### config.mk
export PLATFORM = sky130hd
export DESIGN_NAME = vga_capture
export DESIGN_NICKNAME = d
export VERILOG_FILES = /design/src/rtl/vga_capture.sv
export SDC_FILE = /design/constraint.sdc
export NUM_CORES = 1
export LEC_CHECK = 0
export BUFFER_PORTS_ARGS = -buffer_cell sky130_fd_sc_hd__buf_4
export CAP_MARGIN = 10
export CORE_AREA = 2 2 74 146
export DETAILED_ROUTE_END_ITERATION = 6
export DIE_AREA = 0 0 76 148
export PLACE_DENSITY = 0.81
export SYNTH_ARGS = -nofsm -noshare
export SYNTH_HDL_FRONTEND = slang
export SYNTH_SLANG_ARGS = --single-unit
### constraint.sdc
create_clock -name CLOCK_50 -period 7.5 [get_ports CLOCK_50]
set_input_delay 0.75 -clock CLOCK_50 [delete_from_list [all_inputs] [get_ports CLOCK_50]]
set_output_delay 0.75 -clock CLOCK_50 [all_outputs]
set_load 0.005 [all_outputs]
### src/rtl/vga_capture.sv
// vga_capture: pixel grabber for a positive-sync VGA stream, one pixel per clock.
//
// The incoming colour and sync lines are registered once (stage 1). Horizontal
// and vertical counters are derived from the stage-1 sync edges. A small FSM
// locks onto a stream only after a whole frame with the expected timing. Active
// pixels are then forwarded with their coordinates through a second register
// stage (stage 2). The pixel sampled in cycle n appears on pix_data in cycle n+2.
//
// Ports:
//   CLOCK_50                  in   pixel clock, rising edge
//   reset                     in   asynchronous, active-high
//   VGA_R/VGA_G/VGA_B         in   colour channels, PIXEL_DEPTH bits each
//   VGA_HS/VGA_VS             in   positive-polarity sync pulses
//   pix_data                  out  {R,G,B} of the captured pixel
//   pix_valid                 out  pix_data/pix_x/pix_y carry an active pixel
//   pix_x/pix_y               out  active-area coordinates
//   frame_start               out  high with pixel (0,0) only
//   line_end                  out  high with the last pixel of each line
//   h_total/v_total           out  last measured line length / frame length
//   locked                    out  capture FSM is in LOCKED
//   timing_err                out  one-cycle pulse on a timing mismatch
module vga_capture #(
    parameter int PIXEL_DEPTH = 4,
    parameter int H_ACTIVE    = 800,
    parameter int H_START     = 184,
    parameter int H_TOTAL     = 1040,
    parameter int V_ACTIVE    = 600,
    parameter int V_START     = 29,
    parameter int V_TOTAL     = 666
) (
    input  logic                       CLOCK_50,
    input  logic                       reset,
    input  logic [PIXEL_DEPTH-1:0]     VGA_R,
    input  logic [PIXEL_DEPTH-1:0]     VGA_G,
    input  logic [PIXEL_DEPTH-1:0]     VGA_B,
    input  logic                       VGA_HS,
    input  logic                       VGA_VS,
    output logic [3*PIXEL_DEPTH-1:0]   pix_data,
    output logic                       pix_valid,
    output logic [10:0]                pix_x,
    output logic [9:0]                 pix_y,
    output logic                       frame_start,
    output logic                       line_end,
    output logic [10:0]                h_total,
    output logic [9:0]                 v_total,
    output logic                       locked,
    output logic                       timing_err
);

    localparam logic [11:0] H_BEG     = 12'(H_START);
    localparam logic [11:0] H_END     = 12'(H_START + H_ACTIVE);
    localparam logic [10:0] V_BEG     = 11'(V_START);
    localparam logic [10:0] V_END     = 11'(V_START + V_ACTIVE);
    localparam logic [10:0] H_START_L = 11'(H_START);
    localparam logic [9:0]  V_START_L = 10'(V_START);
    localparam logic [10:0] H_TOTAL_L = 11'(H_TOTAL);
    localparam logic [9:0]  V_TOTAL_L = 10'(V_TOTAL);
    localparam logic [10:0] X_LAST    = 11'(H_ACTIVE - 1);

    typedef enum logic [1:0] {SEARCH, MEASURE, LOCKED} state_t;

    // Saturating increments: the counters and the measured totals stick at
    // all-ones rather than wrapping, so a dead sync line cannot alias a
    // plausible length.
    function automatic logic [10:0] sat_inc11(input logic [10:0] v);
        return (v == 11'h7FF) ? v : v + 11'd1;
    endfunction

    function automatic logic [9:0] sat_inc10(input logic [9:0] v);
        return (v == 10'h3FF) ? v : v + 10'd1;
    endfunction

    // ---------------- stage 1: input registers ----------------
    logic [3*PIXEL_DEPTH-1:0] rgb_p1_q;
    logic                     hs_p1_q, vs_p1_q;
    logic                     hs_prev_q, vs_prev_q;
    logic [10:0]              hcount_q, hcount_d;
    logic [9:0]               vcount_q, vcount_d;
    logic                     hs_rise, vs_rise;

    assign hs_rise = hs_p1_q & ~hs_prev_q;
    assign vs_rise = vs_p1_q & ~vs_prev_q;

    // The counters are evaluated for the pixel sitting in stage 1, so the
    // HS-rise pixel itself is hcount 0; a VS rise overrides the line increment
    // so a coincident HS rise starts line 0.
    assign hcount_d = hs_rise ? 11'd0 : sat_inc11(hcount_q);
    assign vcount_d = vs_rise ? 10'd0 : (hs_rise ? sat_inc10(vcount_q) : vcount_q);

    always_ff @(posedge CLOCK_50 or posedge reset) begin
        if (reset) begin
            rgb_p1_q  <= '0;
            hs_p1_q   <= 1'b0;
            vs_p1_q   <= 1'b0;
            hs_prev_q <= 1'b0;
            vs_prev_q <= 1'b0;
            hcount_q  <= '0;
            vcount_q  <= '0;
        end else begin
            rgb_p1_q  <= {VGA_R, VGA_G, VGA_B};
            hs_p1_q   <= VGA_HS;
            vs_p1_q   <= VGA_VS;
            hs_prev_q <= hs_p1_q;
            vs_prev_q <= vs_p1_q;
            hcount_q  <= hcount_d;
            vcount_q  <= vcount_d;
        end
    end

    // Timing qualification of the stage-1 pixel.
    logic h_match, v_match, h_sat, line_bad, measure_ok, lock_fail;

    // hcount_q/vcount_q still hold the last pixel/line of the closing period.
    assign h_match    = (sat_inc11(hcount_q) == H_TOTAL_L);
    assign v_match    = (sat_inc10(vcount_q) == V_TOTAL_L);
    assign h_sat      = (hcount_d == 11'h7FF);
    assign line_bad   = (hs_rise & ~h_match) | h_sat;
    // The HS rise that coincides with the closing VS rise ends the last line
    // of the measured frame, so it is part of the verdict.
    assign measure_ok = h_ok_q & ~line_bad & v_match;
    assign lock_fail  = line_bad | (vs_rise & ~v_match);

    // ---------------- capture FSM ----------------
    state_t state_q, state_d;
    logic   h_ok_q, h_ok_d;

    always_ff @(posedge CLOCK_50 or posedge reset) begin
        if (reset) begin
            state_q <= SEARCH;
            h_ok_q  <= 1'b0;
        end else begin
            state_q <= state_d;
            h_ok_q  <= h_ok_d;
        end
    end

    always_comb begin
        state_d = state_q;
        h_ok_d  = h_ok_q;
        unique case (state_q)
            SEARCH: begin
                if (vs_rise) begin
                    state_d = MEASURE;
                    h_ok_d  = 1'b1;
                end
            end
            MEASURE: begin
                if (vs_rise) begin
                    state_d = measure_ok ? LOCKED : MEASURE;
                    h_ok_d  = 1'b1;
                end else if (line_bad) begin
                    h_ok_d  = 1'b0;
                end
            end
            LOCKED: begin
                if (lock_fail) state_d = SEARCH;
            end
            default: state_d = SEARCH;
        endcase
    end

    logic        err_d, valid_d, fs_d, le_d, active;
    logic [10:0] x_d;
    logic [9:0]  y_d;

    assign active = ({1'b0, hcount_d} >= H_BEG) && ({1'b0, hcount_d} < H_END) &&
                    ({1'b0, vcount_d} >= V_BEG) && ({1'b0, vcount_d} < V_END);

    always_comb begin
        err_d   = 1'b0;
        valid_d = 1'b0;
        unique case (state_q)
            MEASURE: err_d = vs_rise & ~measure_ok;
            // The failing pixel is already suppressed, so nothing of a bad
            // line leaks out after the mismatch is seen.
            LOCKED: begin
                err_d   = lock_fail;
                valid_d = active & ~lock_fail;
            end
            default: ;
        endcase
        x_d  = valid_d ? (hcount_d - H_START_L) : 11'd0;
        y_d  = valid_d ? (vcount_d - V_START_L) : 10'd0;
        fs_d = valid_d && (x_d == 11'd0) && (y_d == 10'd0);
        le_d = valid_d && (x_d == X_LAST);
    end

    // ---------------- stage 2: output registers ----------------
    logic [3*PIXEL_DEPTH-1:0] pix_data_q;
    logic                     pix_valid_q, fs_q, le_q, locked_q, err_q;
    logic [10:0]              pix_x_q, h_total_q;
    logic [9:0]               pix_y_q, v_total_q;

    always_ff @(posedge CLOCK_50 or posedge reset) begin
        if (reset) begin
            pix_data_q  <= '0;
            pix_valid_q <= 1'b0;
            pix_x_q     <= '0;
            pix_y_q     <= '0;
            fs_q        <= 1'b0;
            le_q        <= 1'b0;
            h_total_q   <= '0;
            v_total_q   <= '0;
            locked_q    <= 1'b0;
            err_q       <= 1'b0;
        end else begin
            pix_data_q  <= rgb_p1_q;
            pix_valid_q <= valid_d;
            pix_x_q     <= x_d;
            pix_y_q     <= y_d;
            fs_q        <= fs_d;
            le_q        <= le_d;
            if (hs_rise) h_total_q <= sat_inc11(hcount_q);
            if (vs_rise) v_total_q <= sat_inc10(vcount_q);
            locked_q    <= (state_d == LOCKED);
            err_q       <= err_d;
        end
    end

    assign pix_data    = pix_data_q;
    assign pix_valid   = pix_valid_q;
    assign pix_x       = pix_x_q;
    assign pix_y       = pix_y_q;
    assign frame_start = fs_q;
    assign line_end    = le_q;
    assign h_total     = h_total_q;
    assign v_total     = v_total_q;
    assign locked      = locked_q;
    assign timing_err  = err_q;

endmodule

==> results of run 1 <==
cell families after synthesis:
| group | synth area share |
|---|---|
| buf+inv | 0.0530 |
| compound gates | 0.139 |
| flops | 0.505 |
| xor+xnor | 0.0339 |
| fa+ha+maj | 0.0229 |
| mux | 0.0186 |
| simple gates | 0.227 |
layer usage:
layer	routed length [um]	track usage	up-vias
met5	0	0	-
met4	1010	0.178	0
met3	469	0.0379	60
met2	7500	0.458	151
met1	4340	0.229	2022
li1	-	-	1907
metrics by stage:
| step | util | instances | worst slack (ns) |
|---|---|---|---|
| after CTS | 0.576 | 699 | 3.06 |
| final | 0.576 | 699 | 3.00 |
| after global placement | 0.545 | 683 | 3.24 |
| after global routing | 0.576 | 699 | 2.66 |
| after floorplan | - | 501 | 4.16 |
| after detailed placement | 0.545 | 683 | 3.07 |
cells in the mapped netlist (all sizes together) (5+ instances only):
cell,instances
xnor2,18
dfrtp,99
o21ai,32
clkbuf,15
a31oi,12
nor4,8
nand4b,5
nand2,46
inv,18
and2,7
nand3,16
a21oi,13
nor3,21
mux2i,8
and3,10
nand4,10
nor2,54
nand2b,5
buf,19
ha,9
power groups by stage:
stage	clock [uW]	sequential [uW]	combinational, uW
final	486	612	222
after global routing	513	618	242
after CTS	493	611	220
after detailed placement	0	621	218
after global placement	0	618	212
after floorplan	0	602	146
final cells by class:
class / count / share of cell area
tap: 135 / 0.0291
inverter: 18 / 0.0121
clock buffer: 10 / 0.0411
sequential: 99 / 0.426
clock inverter: 6 / 0.0136
multi-input combinational: 350 / 0.373
timing repair buffer: 81 / 0.105
sequential cells by signal, indices dropped and copies added (netlist names), 2 cells and up:
signal / count
state_q: 2
pix_data: 12
rgb_p1_q: 12
pix_x: 11
vcount_q: 10
pix_y: 10
v_total: 10
hcount_q: 11
h_total: 11
path summary, 6_finish.rpt:
path                                        from                    end  slack (ns)  cells after the start
min reg2reg                rgb_p1_q[6]$_DFF_PP0_  pix_data[6]$_DFF_PP0_        0.35                      0
max reg2reg                  hs_prev_q$_DFF_PP0_    pix_x[10]$_DFF_PP0_        3.00                     13
max                          hs_prev_q$_DFF_PP0_    pix_x[10]$_DFF_PP0_        3.00                     13
min in group asynchronous                  reset  pix_data[1]$_DFF_PP0_        0.43                      2
min                        rgb_p1_q[6]$_DFF_PP0_  pix_data[6]$_DFF_PP0_        0.35                      0
max in group asynchronous                  reset  vcount_q[4]$_DFF_PP0_        5.98                      3
==> metrics.cfg, run 1 <==
[run_status]
status=complete, no violations

[finish]
regArea_sq_um=2480
synthToLayoutAreaGrowth_pct=18.4
layout_commonest_cell=dfrtp_1
final_area_sq_um=5810
multi_input_area_sq_um=2170
diodes=0
nFillCells=871
nNetsFinal=584
final_layout_size_suffix_gt1_frac=0.199
mostFrequentLayoutCells=99 x dfrtp_1, 81 x buf_4, 54 x nor2_1, 46 x nand2_1, 32 x o21ai_0

[synthesis]
synthArstFlopShare=1.00
syn_nets=526
ys_seq_area_frac=0.505
synth.distinct_cells=67
synth_warnings=0
syn-cell-area_sq_um=4910
synth_largest_area_cell=dfrtp_1
synth_ff_type=dfrtp_1
syn_inst=501
avgSynthCellArea_sq_um=9.79
yosys.area.top_type_share=0.505
synth_edf_count=0
ys_seq_elements=99
synthTopCellsByArea=dfrtp_1 50%, nor2_1 4.1%, nand2_1 3.5%

[clock_tree]
root_buffer=clkbuf_16
postCtsSetupBuffers=0
cts_sinks=99
cts_tree=done
cts_max_level=3
clk_pin_slew_ns=0.07
insertion_delay_ns=0.35
cts_buffers=9
cts-resized-gates=0
cts_max_path_buffers=2
hold_buffers=0

[sta]
holdWs_ns=0.348
finalHoldViolations=0
fmax_ghz=0.222
setup_viol=0
post-route-period-util=0.600
rsz0062_at_grt=no
relSlewSlack=0.392
fin_tns_setup_ns=0
drv_slew=0
fin_skew_ns=0.00850
layout_min_cycle_time_ns=4.50
tightest_slew_ns=0.906

[worst_hold_path]
holdCritPathClass=reg2reg

[pwr]
combPwrFrac=0.168
p_leak_uw=0.00260
pwr-share-clk=0.368
total_power_uw=1320
p_per_area_nw_per_um2=227
switching_share=0.292
pwr-share-seq=0.464
vdd_drop_max_v=0.000181
p_int_uw=934
p_sw_uw=385

[die]
die_x_um=76
dieHeight_um=148
core_area_sq_um=10100
placementRows=52
ioPinCount=75
die_area_sq_um=11200
start_util=0.487

[detailed_routing]
first_iter_violations=410
drc=0
via_count=4140
routed_wirelength_mm=13.3
viasPerCell=5.92
drtAntennaViolNets=0
drt_pass1_iterations=5
wl_per_cell_um=19.0

[grt]
grt_max_degree=59
antenna_found_initial=0
grt_remaining_overflow=0
grt.total_usage=0.241
grt_pass1_vias=4056
grt_pass1_wl_mm=20.9

[worst_setup_path]
critPathCaptureType=flop
crit_arrival_ns=4.74
path_class=reg2reg
required_ns=7.74
critPathMaxFanout=26
max_stage_delay_ns=0.78
cp_num_buf_inv=2
start_kind=flop
cp_top_family=simple AND/OR/NAND/NOR gates
crit_slowest_cell=nor4_1
path_cells=nand2b_1 > a31oi_1 > xnor2_1 > nor2_1 > inv_1 > ha_1 > nor4_1 > nor2_1 > nor4_1 > nor4b_1 > nand4_1 > inv_1 > and2_2

[placement]
dpl-instance-area_sq_um=5490
post-dp-hpwl_mm=10.1
place.gp.congestion=0.986
io_buffer_count=74

[flow_run]
maxCapViolations=0

No activity file was read; power rests on OpenSTA's default activity.
==> run 2, diff against run 1 <==
clock period = 4.19 ns   (was 7.5 ns; I/O delays follow)
==> run 2 against run 1 <==
Worst hold slack worse by 0.17 ns. Flip-flop and latch count is the same. Core utilization is 0.52 points higher. Maximum frequency is 19% higher. Clock power increased by 81%. Highest routed layer unchanged.
==> metrics.cfg, run 2 (synthesized netlist as in run 1, its figures left out) <==
[run_status]
status=complete, no violations  ; unchanged

[sta]
tightest_slew_ns=1.13  ; was 0.906 ns
post-route-period-util=0.905  ; was 0.600
fin_tns_setup_ns=0  ; unchanged
fin_ws_ns=0.398  ; was 3.00 ns
fmax_ghz=0.264  ; was 0.222 GHz
relSlewSlack=0.242  ; was 0.392
setup_viol=0  ; unchanged
finalHoldViolations=0  ; unchanged
fin_skew_ns=0.0133  ; was 0.00850 ns
layout_min_cycle_time_ns=3.79  ; was 4.50 ns
rsz0062_at_grt=no  ; unchanged
drv_slew=0  ; unchanged

[placement]
post-dp-hpwl_mm=10.7  ; was 10.1 mm
io_buffer_count=74  ; unchanged
dp.cells=690  ; was 683
dpl-instance-area_sq_um=5550  ; was 5490 sq um
place_ws_ns=0.384  ; was 3.07 ns
place.gp.congestion=1.03  ; was 0.986

[grt]
grt_pass1_vias=4193  ; was 4,056
grt.total_usage=0.261  ; was 0.241
grt_remaining_overflow=0  ; unchanged
antenna_found_initial=0  ; unchanged
grt_max_degree=64  ; was 59
grt_pass1_wl_mm=22.5  ; was 20.9 mm

[pwr]
pwr-share-seq=0.458  ; was 0.464
pwr-share-clk=0.369  ; was 0.368
p_int_uw=1680  ; was 934 uW
combPwrFrac=0.172  ; was 0.168
vdd_drop_max_v=0.000360  ; was 0.000181 V
p_sw_uw=702  ; was 385 uW
p_leak_uw=0.00262  ; was 0.00260 uW
switching_share=0.295  ; was 0.292
p_per_area_nw_per_um2=406  ; was 227 nW/um^2

[worst_setup_path]
critPathCaptureType=flop  ; unchanged
critPathMaxFanout=20  ; was 26
cp_top_family=simple AND/OR/NAND/NOR gates  ; unchanged
cp_num_buf_inv=1  ; was 2
path_class=reg2reg  ; unchanged
path_cells=and4_2 > nand3_1 > a21o_2 > nor2_1 > ha_1 > o211a_1 > a21oi_1 > and3_1 > nor4b_1 > nand4_1 > buf_4 > nor3_1  ; was nand2b_1 > a31oi_1 > xnor2_1 > nor2_1 > inv_1 > ha_1 > nor4_1 > nor2_1 > nor4_1 > nor4b_1 > nand4_1 > inv_1 > and2_2
max_stage_delay_ns=0.56  ; was 0.78 ns
crit_arrival_ns=4.05  ; was 4.74 ns
required_ns=4.45  ; was 7.74 ns
crit_slowest_cell=dfrtp_1  ; was nor4_1
start_kind=flop  ; unchanged

[detailed_routing]
drt_pass1_iterations=5  ; unchanged
viasPerCell=5.89  ; was 5.92
drtAntennaViolNets=0  ; unchanged
via_count=4160  ; was 4,140
wl_per_cell_um=20.0  ; was 19.0 um
drt-met1-wl_mm=4.66  ; was 4.34 mm
first_iter_violations=417  ; was 410
top_layer_used=met4  ; unchanged
drc=0  ; unchanged
wl_met2_mm=7.91  ; was 7.50 mm
routed-wl-met3_um=472  ; was 469 um
routed_wirelength_mm=14.1  ; was 13.3 mm

[die]
dieHeight_um=148  ; unchanged
placementRows=52  ; unchanged
start_util=0.487  ; unchanged
core_area_sq_um=10100  ; unchanged
ioPinCount=75  ; unchanged
die_area_sq_um=11200  ; unchanged
die_x_um=76  ; unchanged

[worst_hold_path]
holdCritPathClass=in2reg  ; was reg2reg

[clock_tree]
cts_sinks=99  ; unchanged
cts_tree=done  ; unchanged
hold_buffers=0  ; unchanged
clk_pin_slew_ns=0.07  ; about the same
insertion_delay_ns=0.35  ; about the same
cts_max_level=3  ; unchanged
root_buffer=clkbuf_16  ; unchanged
cts_buffers=9  ; unchanged
cts_max_path_buffers=2  ; unchanged

[finish]
mostFrequentLayoutCells=99 x dfrtp_1, 88 x buf_4, 54 x nor2_1, 46 x nand2_1, 32 x o21ai_0  ; was 99 x dfrtp_1, 81 x buf_4, 54 x nor2_1, 46 x nand2_1, 32 x o21ai_0
final_area_sq_um=5860  ; was 5810 sq um
layout_commonest_cell=dfrtp_1  ; unchanged
instances_no_fill=706  ; was 699
nFillCells=895  ; was 871
synthToLayoutAreaGrowth_pct=19.5  ; was 18.4%
final_util=0.582  ; was 0.576
diodes=0  ; unchanged
nNetsFinal=591  ; was 584
final_layout_size_suffix_gt1_frac=0.210  ; was 0.199

[flow_run]
maxCapViolations=0  ; unchanged

-- run 2: power groups by stage --
stage	clock network (uW)	registers [uW]	logic, uW
5_1_grt	927	1100	446
3_3_place_gp	0	1100	396
2_1_floorplan	0	1080	261
4_1_cts	887	1090	407
3_5_place_dp	0	1110	404
6_report	879	1090	410
-- run 2: final cells by class --
type / instances / area (sq um) / area share
Sequential cell: 99 / 2480 / 0.422
Multi-Input combinational cell: 350 / 2170 / 0.370
Timing Repair Buffer: 88 / 661 / 0.113
Clock buffer: 10 / 239 / 0.0408
Tap cell: 135 / 169 / 0.0288
Clock inverter: 6 / 77.6 / 0.0132
Inverter: 18 / 70.1 / 0.0119
-- run 2: path summary, 6_finish.rpt --
path,slack [ns],from,cells past startpoint,to
worst min register to register,0.35,rgb_p1_q[2]$_DFF_PP0_,0,pix_data[2]$_DFF_PP0_
max in group asynchronous,2.99,reset,3,pix_y[6]$_DFF_PP0_
worst max-delay path,0.40,hcount_q[5]$_DFF_PP0_,12,pix_y[5]$_DFF_PP0_
worst min-delay path,0.17,VGA_R[0],1,rgb_p1_q[8]$_DFF_PP0_
min in group asynchronous,0.21,reset,2,pix_data[8]$_DFF_PP0_
worst max register to register,0.40,hcount_q[5]$_DFF_PP0_,12,pix_y[5]$_DFF_PP0_
-- run 2: timing repair --
item / CTS / global route
gates resized for setup: 0 / 1
setup endpoints to repair: 0 / 1
setup buffers: 0 / 0
-- run 2: layer usage --
| metal | global-route usage | vias up |
|---|---|---|
| met5 | 0 | - |
| met4 | 0.193 | 0 |
| met3 | 0.0409 | 68 |
| met2 | 0.489 | 168 |
| met1 | 0.254 | 2003 |
| li1 | - | 1921 |
-- run 2: per-stage QoR --
| stage | hold WS [ns] | power [uW] |
|---|---|---|
| floorplan | 0.331 | 1340 |
| global route | 0.165 | 2470 |
| CTS | 0.167 | 2380 |
| global placement | 0.332 | 1500 |
| finish | 0.175 | 2380 |
| detailed placement | 0.335 | 1510 |
==> run 3, diff against run 2 <==
SETUP_SLACK_MARGIN = 0.5   (was not set)
==> run 3 against run 2 <==
Global-route usage unchanged. Worst hold slack got worse by 0.00067 ns. Sequential power about the same. Sequential share of layout area decreased by 0.22 points. Critical path type unchanged. Largest power group unchanged. Highest routed layer unchanged.
==> metrics.cfg, run 3 (synthesized netlist as in run 1, its figures left out) <==
[grt]
antenna_found_initial=0  ; unchanged
grt_remaining_overflow=0  ; unchanged
grt_pass1_vias=4193  ; unchanged
grt_pass1_wl_mm=22.5  ; unchanged
grt.total_usage=0.261  ; unchanged
grt_max_degree=64  ; unchanged

[finish]
layout_commonest_cell=dfrtp_1  ; unchanged
multi_input_area_sq_um=2210  ; was 2170 sq um
final_layout_size_suffix_gt1_frac=0.233  ; was 0.210
regArea_sq_um=2480  ; about the same
nFillCells=885  ; was 895
instances_no_fill=706  ; unchanged
mostFrequentLayoutCells=95 x dfrtp_1, 88 x buf_4, 52 x nor2_1, 46 x nand2_1, 32 x o21ai_0  ; was 99 x dfrtp_1, 88 x buf_4, 54 x nor2_1, 46 x nand2_1, 32 x o21ai_0
nNetsFinal=591  ; unchanged
synthToLayoutAreaGrowth_pct=20.4  ; was 19.5%
final_util=0.586  ; was 0.582
diodes=0  ; unchanged

[run_status]
status=complete, no violations  ; unchanged

[worst_setup_path]
critPathCaptureType=flop  ; unchanged
crit_arrival_ns=3.75  ; was 4.05 ns
critPathMaxFanout=20  ; unchanged
endpoint=pix_x[7]$_DFF_PP0_  ; was pix_y[5]$_DFF_PP0_
reg2reg_from=hcount_q[2]$_DFF_PP0_  ; was hcount_q[5]$_DFF_PP0_
regToRegEndpoint=pix_x[7]$_DFF_PP0_  ; was pix_y[5]$_DFF_PP0_
start_kind=flop  ; unchanged
r2r_cells=9  ; was 12
path_cells=and4_1 > nand2_1 > o21ai_0 > nor2b_1 > o311ai_0 > nor4b_2 > nand4_1 > buf_4 > nor3_1  ; was and4_2 > nand3_1 > a21o_2 > nor2_1 > ha_1 > o211a_1 > a21oi_1 > and3_1 > nor4b_1 > nand4_1 > buf_4 > nor3_1
crit_slowest_cell=o21ai_0  ; was dfrtp_1
cp_num_buf_inv=1  ; unchanged
critPathLaunch=hcount_q[2]$_DFF_PP0_  ; was hcount_q[5]$_DFF_PP0_
cp_top_family=simple AND/OR/NAND/NOR gates  ; unchanged
path_depth=9  ; was 12
required_ns=4.44  ; was 4.45 ns
max_stage_delay_ns=0.72  ; was 0.56 ns
r2r_slack_ns=0.68  ; was 0.40 ns
path_class=reg2reg  ; unchanged

[clock_tree]
root_buffer=clkbuf_16  ; unchanged
insertion_delay_ns=0.35  ; about the same
cts-resized-gates=5  ; was 0
cts_tree=done  ; unchanged
cts_buffers=9  ; unchanged
cts_max_path_buffers=2  ; unchanged
clk_pin_slew_ns=0.08  ; was 0.07 ns
postCtsSetupBuffers=0  ; unchanged
hold_buffers=0  ; unchanged
cts_max_level=3  ; unchanged
cts_sinks=99  ; unchanged

[sta]
relSlewSlack=0.229  ; was 0.242
holdWs_ns=0.174  ; was 0.175 ns
drv_slew=0  ; unchanged
setup_viol=0  ; unchanged
fin_tns_setup_ns=0  ; unchanged
tightest_slew_ns=1.15  ; was 1.13 ns
fmax_ghz=0.285  ; was 0.264 GHz
fin_skew_ns=0.0121  ; was 0.0133 ns
post-route-period-util=0.837  ; was 0.905
rsz0062_at_grt=yes  ; was no
finalHoldViolations=0  ; unchanged
layout_min_cycle_time_ns=3.51  ; was 3.79 ns

[detailed_routing]
drt_pass1_iterations=5  ; unchanged
drc=0  ; unchanged
wl_per_cell_um=20.0  ; about the same
routed_wirelength_mm=14.1  ; about the same
via_count=4169  ; was 4,160
viasPerCell=5.91  ; was 5.89
drtAntennaViolNets=0  ; unchanged
first_iter_violations=375  ; was 417

[pwr]
vdd_drop_max_v=0.000363  ; was 0.000360 V
p_leak_uw=0.00262  ; about the same
p_per_area_nw_per_um2=405  ; was 406 nW/um^2

[placement]
post-dp-hpwl_mm=10.7  ; unchanged
place.gp.congestion=1.03  ; unchanged
io_buffer_count=74  ; unchanged
dp.cells=690  ; unchanged

[die]
ioPinCount=75  ; unchanged
placementRows=52  ; unchanged
start_util=0.487  ; unchanged
core_area_sq_um=10100  ; unchanged
dieHeight_um=148  ; unchanged
die_x_um=76  ; unchanged
die_area_sq_um=11200  ; unchanged

[flow_run]
maxCapViolations=0  ; unchanged

[worst_hold_path]
holdCritPathClass=in2reg  ; unchanged

==> run 3: how the worst min path moves through the flow <==
stage                     startpoint               endpoint  depth (start not counted)
6_report                    VGA_R[0]  rgb_p1_q[8]$_DFF_PP0_                          1
5_1_grt                     VGA_R[1]  rgb_p1_q[9]$_DFF_PP0_                          1
4_1_cts                     VGA_R[0]  rgb_p1_q[8]$_DFF_PP0_                          1
3_5_place_dp   rgb_p1_q[2]$_DFF_PP0_  pix_data[2]$_DFF_PP0_                          0
3_3_place_gp   rgb_p1_q[0]$_DFF_PP0_  pix_data[0]$_DFF_PP0_                          0
2_1_floorplan  rgb_p1_q[0]$_DFF_PP0_  pix_data[0]$_DFF_PP0_                          0
==> run 3: routing by layer <==
layer,global-route usage,part of all wire,vias up
met5,0,0,-
met4,0.193,0.078,0
met3,0.0409,0.038,75
met2,0.489,0.56,171
met1,0.254,0.33,2001
li1,-,-,1922
==> run 3: cell type report <==
cell class / count / share of cell area
well taps: 135 / 0.0286
clock inverters: 6 / 0.0131
repair buffers: 88 / 0.112
flip-flops and latches: 99 / 0.420
clock buffers: 10 / 0.0405
inverters: 18 / 0.0119
multi-input cells: 350 / 0.374
==> run 3: power by group <==
group	leakage, uW	internal (uW)	total [uW]	switching [uW]
clock network	0.000153	491	879	388
registers	0.00129	1020	1090	74.1
logic	0.00118	176	420	244
==> run 3: per-stage QoR <==
stage                     power, uW  worst slack [ns]  area [sq um]
after floorplan                1340             0.938          4910
after global placement         1500             0.420          5550
after detailed placement       1510             0.384          5550
after CTS                      2380             0.530          5870
after global routing           2480             0.506          5910
final                          2390             0.684          5910
